--- src/rtl/vector_encoder.sv ---
// Position-code to vector encoder: leading one at bit k-1, bursts of 1..16 beats.
// Define VECTOR_ENCODER_LFSR_FILL_EN to fill bits below the leading one from a Galois LFSR.
module vector_encoder #(
  parameter logic [31:0] LFSR_SEED = 32'hACE1_0001
) (
  input  logic        clk,
  input  logic        rst,
  input  logic [5:0]  pos_in,
  input  logic [3:0]  burst_len,
  input  logic        pos_valid,
  output logic        pos_ready,
  output logic [31:0] data_out,
  output logic        data_valid,
  input  logic        data_ready,
  output logic        pos_err
);

  typedef enum logic {StIdle, StEmit} state_e;

  state_e      state_q, state_d;
  logic [5:0]  code_q, code_d;
  logic [3:0]  cnt_q, cnt_d;
  logic [31:0] data_q, data_d;
  logic        err_q, err_d;
  logic [5:0]  code_in;
  logic [31:0] fill;

  assign code_in = (pos_in > 6'd32) ? 6'd32 : pos_in;

  function automatic logic [31:0] make_vec(input logic [5:0] code, input logic [31:0] f);
    logic [31:0] one;
    if (code == 6'd0) return 32'h0;
    one = 32'd1 << (code - 6'd1);
    return one | (f & (one - 32'd1));
  endfunction

`ifdef VECTOR_ENCODER_LFSR_FILL_EN
  logic [31:0] lfsr_q, lfsr_d;
  logic        load;

  // Advances once per data_out load; each vector uses the pre-advance value.
  assign load = ((state_q == StIdle) && pos_valid) ||
                ((state_q == StEmit) && data_ready && (cnt_q != 4'd0));
  assign fill = lfsr_q;

  always_comb begin
    lfsr_d = lfsr_q;
    if (load) lfsr_d = (lfsr_q >> 1) ^ (lfsr_q[0] ? 32'h8020_0003 : 32'h0);
  end

  always_ff @(posedge clk) begin
    if (!rst) lfsr_q <= LFSR_SEED;
    else      lfsr_q <= lfsr_d;
  end
`else
  logic unused_seed;
  assign unused_seed = ^LFSR_SEED;
  assign fill = 32'h0;
`endif

  always_comb begin
    state_d = state_q;
    code_d  = code_q;
    cnt_d   = cnt_q;
    data_d  = data_q;
    err_d   = 1'b0;
    unique case (state_q)
      StIdle: begin
        if (pos_valid) begin
          code_d  = code_in;
          cnt_d   = burst_len;
          data_d  = make_vec(code_in, fill);
          err_d   = (pos_in > 6'd32);
          state_d = StEmit;
        end
      end
      StEmit: begin
        if (data_ready) begin
          if (cnt_q != 4'd0) begin
            cnt_d  = cnt_q - 4'd1;
            data_d = make_vec(code_q, fill);
          end else begin
            state_d = StIdle;
          end
        end
      end
      default: state_d = StIdle;
    endcase
  end

  always_ff @(posedge clk) begin
    if (!rst) begin
      state_q <= StIdle;
      code_q  <= 6'd0;
      cnt_q   <= 4'd0;
      data_q  <= 32'h0;
      err_q   <= 1'b0;
    end else begin
      state_q <= state_d;
      code_q  <= code_d;
      cnt_q   <= cnt_d;
      data_q  <= data_d;
      err_q   <= err_d;
    end
  end

  assign pos_ready  = (state_q == StIdle);
  assign data_valid = (state_q == StEmit);
  assign data_out   = data_q;
  assign pos_err    = err_q;

endmodule

--- config.mk ---
export PLATFORM = sky130hd
export DESIGN_NAME = vector_encoder
export DESIGN_NICKNAME = d
export VERILOG_FILES = /design/src/rtl/vector_encoder.sv
export SDC_FILE = /design/constraint.sdc
export NUM_CORES = 1
export LEC_CHECK = 0
export BUFFER_PORTS_ARGS = -buffer_cell sky130_fd_sc_hd__buf_2
export CAP_MARGIN = 10
export CORE_MARGIN = 3
export CORE_UTILIZATION = 55
export CTS_CLUSTER_DIAMETER = 80
export DETAILED_ROUTE_END_ITERATION = 16
export PLACE_DENSITY_LB_ADDON = 0.2
export SETUP_SLACK_MARGIN = 0.02
export SLEW_MARGIN = 20
export SYNTH_ARGS = -nofsm -noshare
export SYNTH_HDL_FRONTEND = slang
export SYNTH_SLANG_ARGS = --single-unit
--- constraint.sdc ---
create_clock -name clk -period 5.35 [get_ports clk]
set_input_delay 0.8025 -clock clk [delete_from_list [all_inputs] [get_ports clk]]
set_output_delay 0.8025 -clock clk [all_outputs]
set_load 0.01 [all_outputs]
## After elaboration in Yosys (flattened, before gate mapping)

Cells that the tools add are included.

| cells by class | value |
|---|---|
| reductions and logical operators | 6 |
| $lt $le $gt $ge | 1 |
| equal/unequal tests | 3 |
| bitwise logic cells | 3 |
| multiplexer cells | 24 |
| multipliers | 0 |
| divide/modulo/power cells | 0 |
| $add $sub $neg | 3 |
| shift-type cells | 2 |

Operator list:

| kind | number |
|---|---|
| $mux 32 | 7 |
| $pmux 32 s2 | 1 |
| $shl 1x6->32 const A | 2 |
| $logic_not 6->1 | 2 |
| $mux 4 | 3 |
| $sub 6x1->6 const B | 2 |
| $mux 1 | 10 |
| $pmux 4 s2 | 1 |
| $gt 6x6->1 const B | 1 |
| $mux 6 | 1 |
| $ne 2x2->1 const B | 2 |
| $reduce_bool 4->1 | 1 |
| $sub 4x1->4 const B | 1 |
| $not 1->1 | 3 |
| $reduce_and 3->1 | 1 |
| $reduce_or 3->1 | 1 |
| $ne 2x1->1 const B | 1 |
| $pmux 1 s2 | 1 |
| $reduce_and 2->1 | 1 |

| word-level totals | value |
|---|---|
| memory bits (writable) | 0 |
| flip-flop bits (word level) | 44 |
| output and inout port bits | 35 |
| bits in read-only memories | 0 |
| memories | 0 |
| latch bits | 0 |

## Depth between registers and ports, before layout

| logic depth | value |
|---|---|
| depth after elaboration | 9 |
| mapped depth | 7 |

## Worst setup path before layout

OpenSTA, ideal clock, no wires.

| timing path | value |
|---|---|
| path type | input-to-reg |
| start point | in pos_in[5] |
| end point | reg data_q[8], in the netlist data_out[8] |
| cell stages on the path | 5 |
| arrival time | 2036 ps |
| setup time | 70 ps |
| slack | 3244 ps |
| cells stage by stage | clkbuf_1 nor4_1 nand3_1 a2bb2oi_1 a21oi_1 |

| between the ends | value |
|---|---|
| cells in the longest elaborated chain, start to end | 9 |

RTL lines:

| element | line | source |
|---|---|---|
| from (decl) | 8 | `input logic [5:0] pos_in,` |
| $gt 6x6->1 | 28 | `assign code_in = (pos_in > 6'd32) ? 6'd32 : pos_in;` |
| $mux 6 * | 28 |  |
| parallel branches: the longest is 4 deep, another holds $sub 6x1->6 | n/a |  |
| $mux 32 * | 33 | `one = 32'd1 << (code - 6'd1);` |
| $mux 32 * | 69 | `if (pos_valid) begin` |
| $pmux 32 s2 * | 67 | `unique case (state_q)` |
| to (signal assigned) | 102 | `data_q <= data_d;` |
| to (decl) | 23 | `logic [31:0] data_q, data_d;` |

Every way passes the cells marked *. The select of a mux whose other input is x is not followed.
A chain may end at the register's enable or synchronous reset.

## Final worst setup path

| timing path | value |
|---|---|
| start point | reg state_q, in the netlist data_valid |
| end point | reg data_q[16], in the netlist data_out[16] |

| between the ends | value |
|---|---|
| cells in the longest elaborated chain, start to end | 3 |

RTL lines:

| element | line | source |
|---|---|---|
| from (decl) | 20 | `state_e state_q, state_d;` |
| from (signal assigned) | 93 | `state_q <= StIdle;` |
| from (signal assigned) | 99 | `state_q <= state_d;` |
| $not 1->1 (no source line) | n/a |  |
| $ne 2x2->1 (no source line) | n/a |  |
| $reduce_and 3->1 (no source line) | n/a |  |

Parallel ways exist; a longest one is shown, timed or not.

==> results.md <==
- The maximum level of the CTS H-tree is 2.
- The maximum number of pins on one net before global-route repair is 36.
- The share of synthesized area in the top cell type comes to 0.387.
- Before CTS, the worst setup slack after placement is about 2600 ps.
- In this run the remaining antenna-violating nets after routing total 0.
- For this run, the number of Yosys warnings is 0.
- The critical path class is reg -> reg.
- The reported leakage power is between 0.0009 and 0.001 uW.
- Clock-pin slew was measured on the worst setup and hold paths at approximately 80 ps.
- The highest clock frequency the design can meet is 385 MHz.
- The post-CTS setup buffer count is 0.
- CTS saw between 40 and 50 sinks.
- The total via count in the routed design is 2297.
- Summed over all nets, the half-perimeter wirelength after detailed placement is between 4000 and 5000 um.
- The first-pass GRT wire length is 9870 um.
- The number of clock buffers inserted by TritonCTS is 5.
- The cell sitting at the root of the clock tree is a sky130_fd_sc_hd__clkbuf_8.
- The mean instance size in the synthesized netlist is 8.34 um2.
- The area of the mapped netlist is roughly 2300 um2.
- Summed over all layers, the global routing overflow is 0.
- The number of endpoints with negative hold slack in the final report is 0.
- The worst setup skew after layout is between 8 and 9 ps.
- The initialized floorplan defines 22 standard-cell rows.
- In this run the vertical extent of the chip is 70.3 um.
- The last weighted congestion value of the routability-driven placer is 0.908.
- The type of the most critical hold path is reg -> reg.
- Power spread over the standard cell area amounts to 280 nW/um2.
- The run finished with clean final reports.
- For the worst-skew pair, the clock arrives at the later sink with an insertion delay of 300 ps.
- The antenna diode count is 0.
- In this run, post-CTS repair resized a total of 0 instances.
- Ranked by total cell area, the synthesized netlist is headed by sky130_fd_sc_hd__dfxtp_1 39%, sky130_fd_sc_hd__a21oi_1 4.8%, sky130_fd_sc_hd__o21ai_0 4.6%.
- The transition time of the tightest slew-check pin is between 1000 and 1500 ps.
- STA puts the critical path data required time at around 5600 ps.
- In this run the tightest slew margin relative to its limit is 0.257.
- After detailed routing, the number of remaining DRC violations is 0.
- The fraction of final layout cells sized beyond drive strength 1 is 0.221.
- The number of buffer cells added on primary ports is 48.
- The longest clock path from root to sink contains 2 buffers.
- a little under 50 I/O pins were placed.
- The number of distinct standard cells referenced by the synthesized netlist is 50.
- VDD sags by at most approximately 0.18 mV.
- The via density per instance is 6.54.
- The maximum fanout along the worst path is 25.
- The fraction of the cycle the final worst path needs is 0.486.
- The number of max-cap violations is 0.
- The max-slew violation count is 0.
- The async set-or-reset flop fraction in the synthesized netlist is 0.
- The data arrival time at the worst-slack endpoint is ~2800 ps.
- The number of enable-type register cells in the synthesized netlist is 0.
- For this design, the CTS-stage hold fixing added 0 buffers.
- The via count of the first global-routing pass is 1969.
- Of all cell types, the one taking the most synthesized area is sky130_fd_sc_hd__dfxtp_1.
- The type of element capturing the critical path is a flip-flop.
- TritonCTS built the clock tree.
- Measured along the x axis, the die boundary spans around 70 um.
- The type of origin of the critical path is a flip-flop.
- Setup repair after global routing left no endpoint under its margin.
- The core box area is about 3800 um2.
- In the synthesized netlist the dominant register cell turns out to be sky130_fd_sc_hd__dfxtp_1.
- Setup violations remaining at the end of the flow were counted as 0.
- The total iterations of the first detailed-routing run is 5.
- For this run, the post-layout net count is approximately 320.
- The detailed-route wire length per cell is between 15 and 20 um.
- The post-synthesis sequential element count is between 40 and 50.
- Of the synthesized area, sequential elements account for 0.387.
- The routed design has approximately 6000 um of wire.
- The setup slack after layout is approximately 2700 ps.
- The net count after synthesis is ~290.
- The die covers 4950 um2.
- The number of antenna violations at the first check in global routing is 0.
- The synthesized netlist cell count is ~270.
- Compared with the post-synthesis result, the final layout area differs by 12.3%.
- Final hold analysis gives a worst-case slack of between 400 and 500 ps.
- For this block, the initial DRC count from the detailed router was ~280.
- The overall fraction of global-route tracks in use is 0.246.
- The smallest clock period supported by the final layout is computed as around 2600 ps.
- The starting density of the core is 0.595.
- In the final timing run, aggregate negative setup slack is 0 ps.
-- synth_stat cells, types with 4 or more instances --
master	number
sky130_fd_sc_hd__clkbuf_1	22
sky130_fd_sc_hd__nor2b_1	4
sky130_fd_sc_hd__mux2i_1	6
sky130_fd_sc_hd__nor2_1	19
sky130_fd_sc_hd__nand4_1	6
sky130_fd_sc_hd__a21oi_1	22
sky130_fd_sc_hd__a32oi_1	5
sky130_fd_sc_hd__nor3_1	9
sky130_fd_sc_hd__a31oi_1	5
sky130_fd_sc_hd__nor3b_1	6
sky130_fd_sc_hd__nand3_1	12
sky130_fd_sc_hd__o21ai_0	21
sky130_fd_sc_hd__o221ai_1	7
sky130_fd_sc_hd__dfxtp_1	44
sky130_fd_sc_hd__nand2_1	19
sky130_fd_sc_hd__nand3b_1	7
sky130_fd_sc_hd__a221oi_1	9
-- metal layers --
layer | global-route usage | share of wire
met1 | 0.359 | 0.44
met2 | 0.356 | 0.45
met3 | 0.0662 | 0.091
met4 | 0.0596 | 0.016
met5 | 0 | 0
-- cell families (layout without fill, tap and decap cells) --
group | count (synthesis) | in the layout | share of synthesized area
XOR/XNOR | 1 | 1 | 0.00385
AO/OA/AOI/OAI | 83 | 83 | 0.236
multiplexers | 6 | 6 | 0.0264
adder cells (fa/ha/maj) | 2 | 2 | 0.0110
AND/OR/NAND/NOR | 106 | 106 | 0.277
flip-flops | 44 | 44 | 0.387
buffers and inverters | 31 | 61 | 0.0588
-- flip-flops by register name, indices dropped and copies added, names as in the netlist --
signal and flops:
pos_err 1, cnt_q 4, data_out 32, data_valid 1, code_q 6
-- worst paths after layout --
| kind | from | endpoint | slack [ps] | depth (start not counted) |
|---|---|---|---|---|
| max | data_valid$_SDFF_PN0_ | data_out[16]$_SDFFE_PN0P_ | 2750 | 4 |
| min | data_out[18]$_SDFFE_PN0P_ | data_out[18]$_SDFFE_PN0P_ | 490 | 2 |
| max reg2reg | data_valid$_SDFF_PN0_ | data_out[16]$_SDFFE_PN0P_ | 2750 | 4 |
| min reg2reg | data_out[18]$_SDFFE_PN0P_ | data_out[18]$_SDFFE_PN0P_ | 490 | 2 |
-- cell type report --
type	instances	area, um2
repair buffers	50	255
inverters	4	15.0
fillers	343	1270
clock inverters	1	5.00
multi-input cells	198	1270
flip-flops and latches	44	881
clock buffers	6	72.6
well taps	48	60.1
-- report_power, final --
part           total (uW)  internal (uW)  switching, uW
clock                 198           88.8            110
sequential            369            351           18.9
combinational         149           55.9           93.1
total                 717            495            222
-- cells in the final DEF (no fill, tap or decap), drive strengths merged, types with 4 or more instances in the layout --
cell / Yosys / final
a21oi: 22 / 22
a221oi: 9 / 9
a31oi: 5 / 5
a32oi: 5 / 5
buf: 5 / 50
clkbuf: 22 / 6
dfxtp: 44 / 44
mux2i: 6 / 6
nand2: 19 / 19
nand3: 12 / 12
nand3b: 7 / 7
nand4: 6 / 6
nor2: 19 / 19
nor2b: 4 / 4
nor3: 9 / 9
nor3b: 6 / 6
nor4b: 4 / 4
o21ai: 21 / 21
o221ai: 7 / 7
-- stage by stage --
step,std cells,util,total power [uW],instance area [um2]
floorplan,273,-,480,2280
global placement,344,0.648,522,2480
detailed placement,344,0.648,524,2480
CTS,351,0.668,715,2560
global route,351,0.668,754,2560
finish,351,0.668,717,2560
-- worst max-delay path, cell delays in order (launching register included) --
cell,delay [ps]
sky130_fd_sc_hd__dfxtp_1,760
sky130_fd_sc_hd__mux2i_1,240
sky130_fd_sc_hd__a31o_1,540
sky130_fd_sc_hd__or4_1,750
sky130_fd_sc_hd__o221ai_1,220
Power figures use the tool's default switching activity.
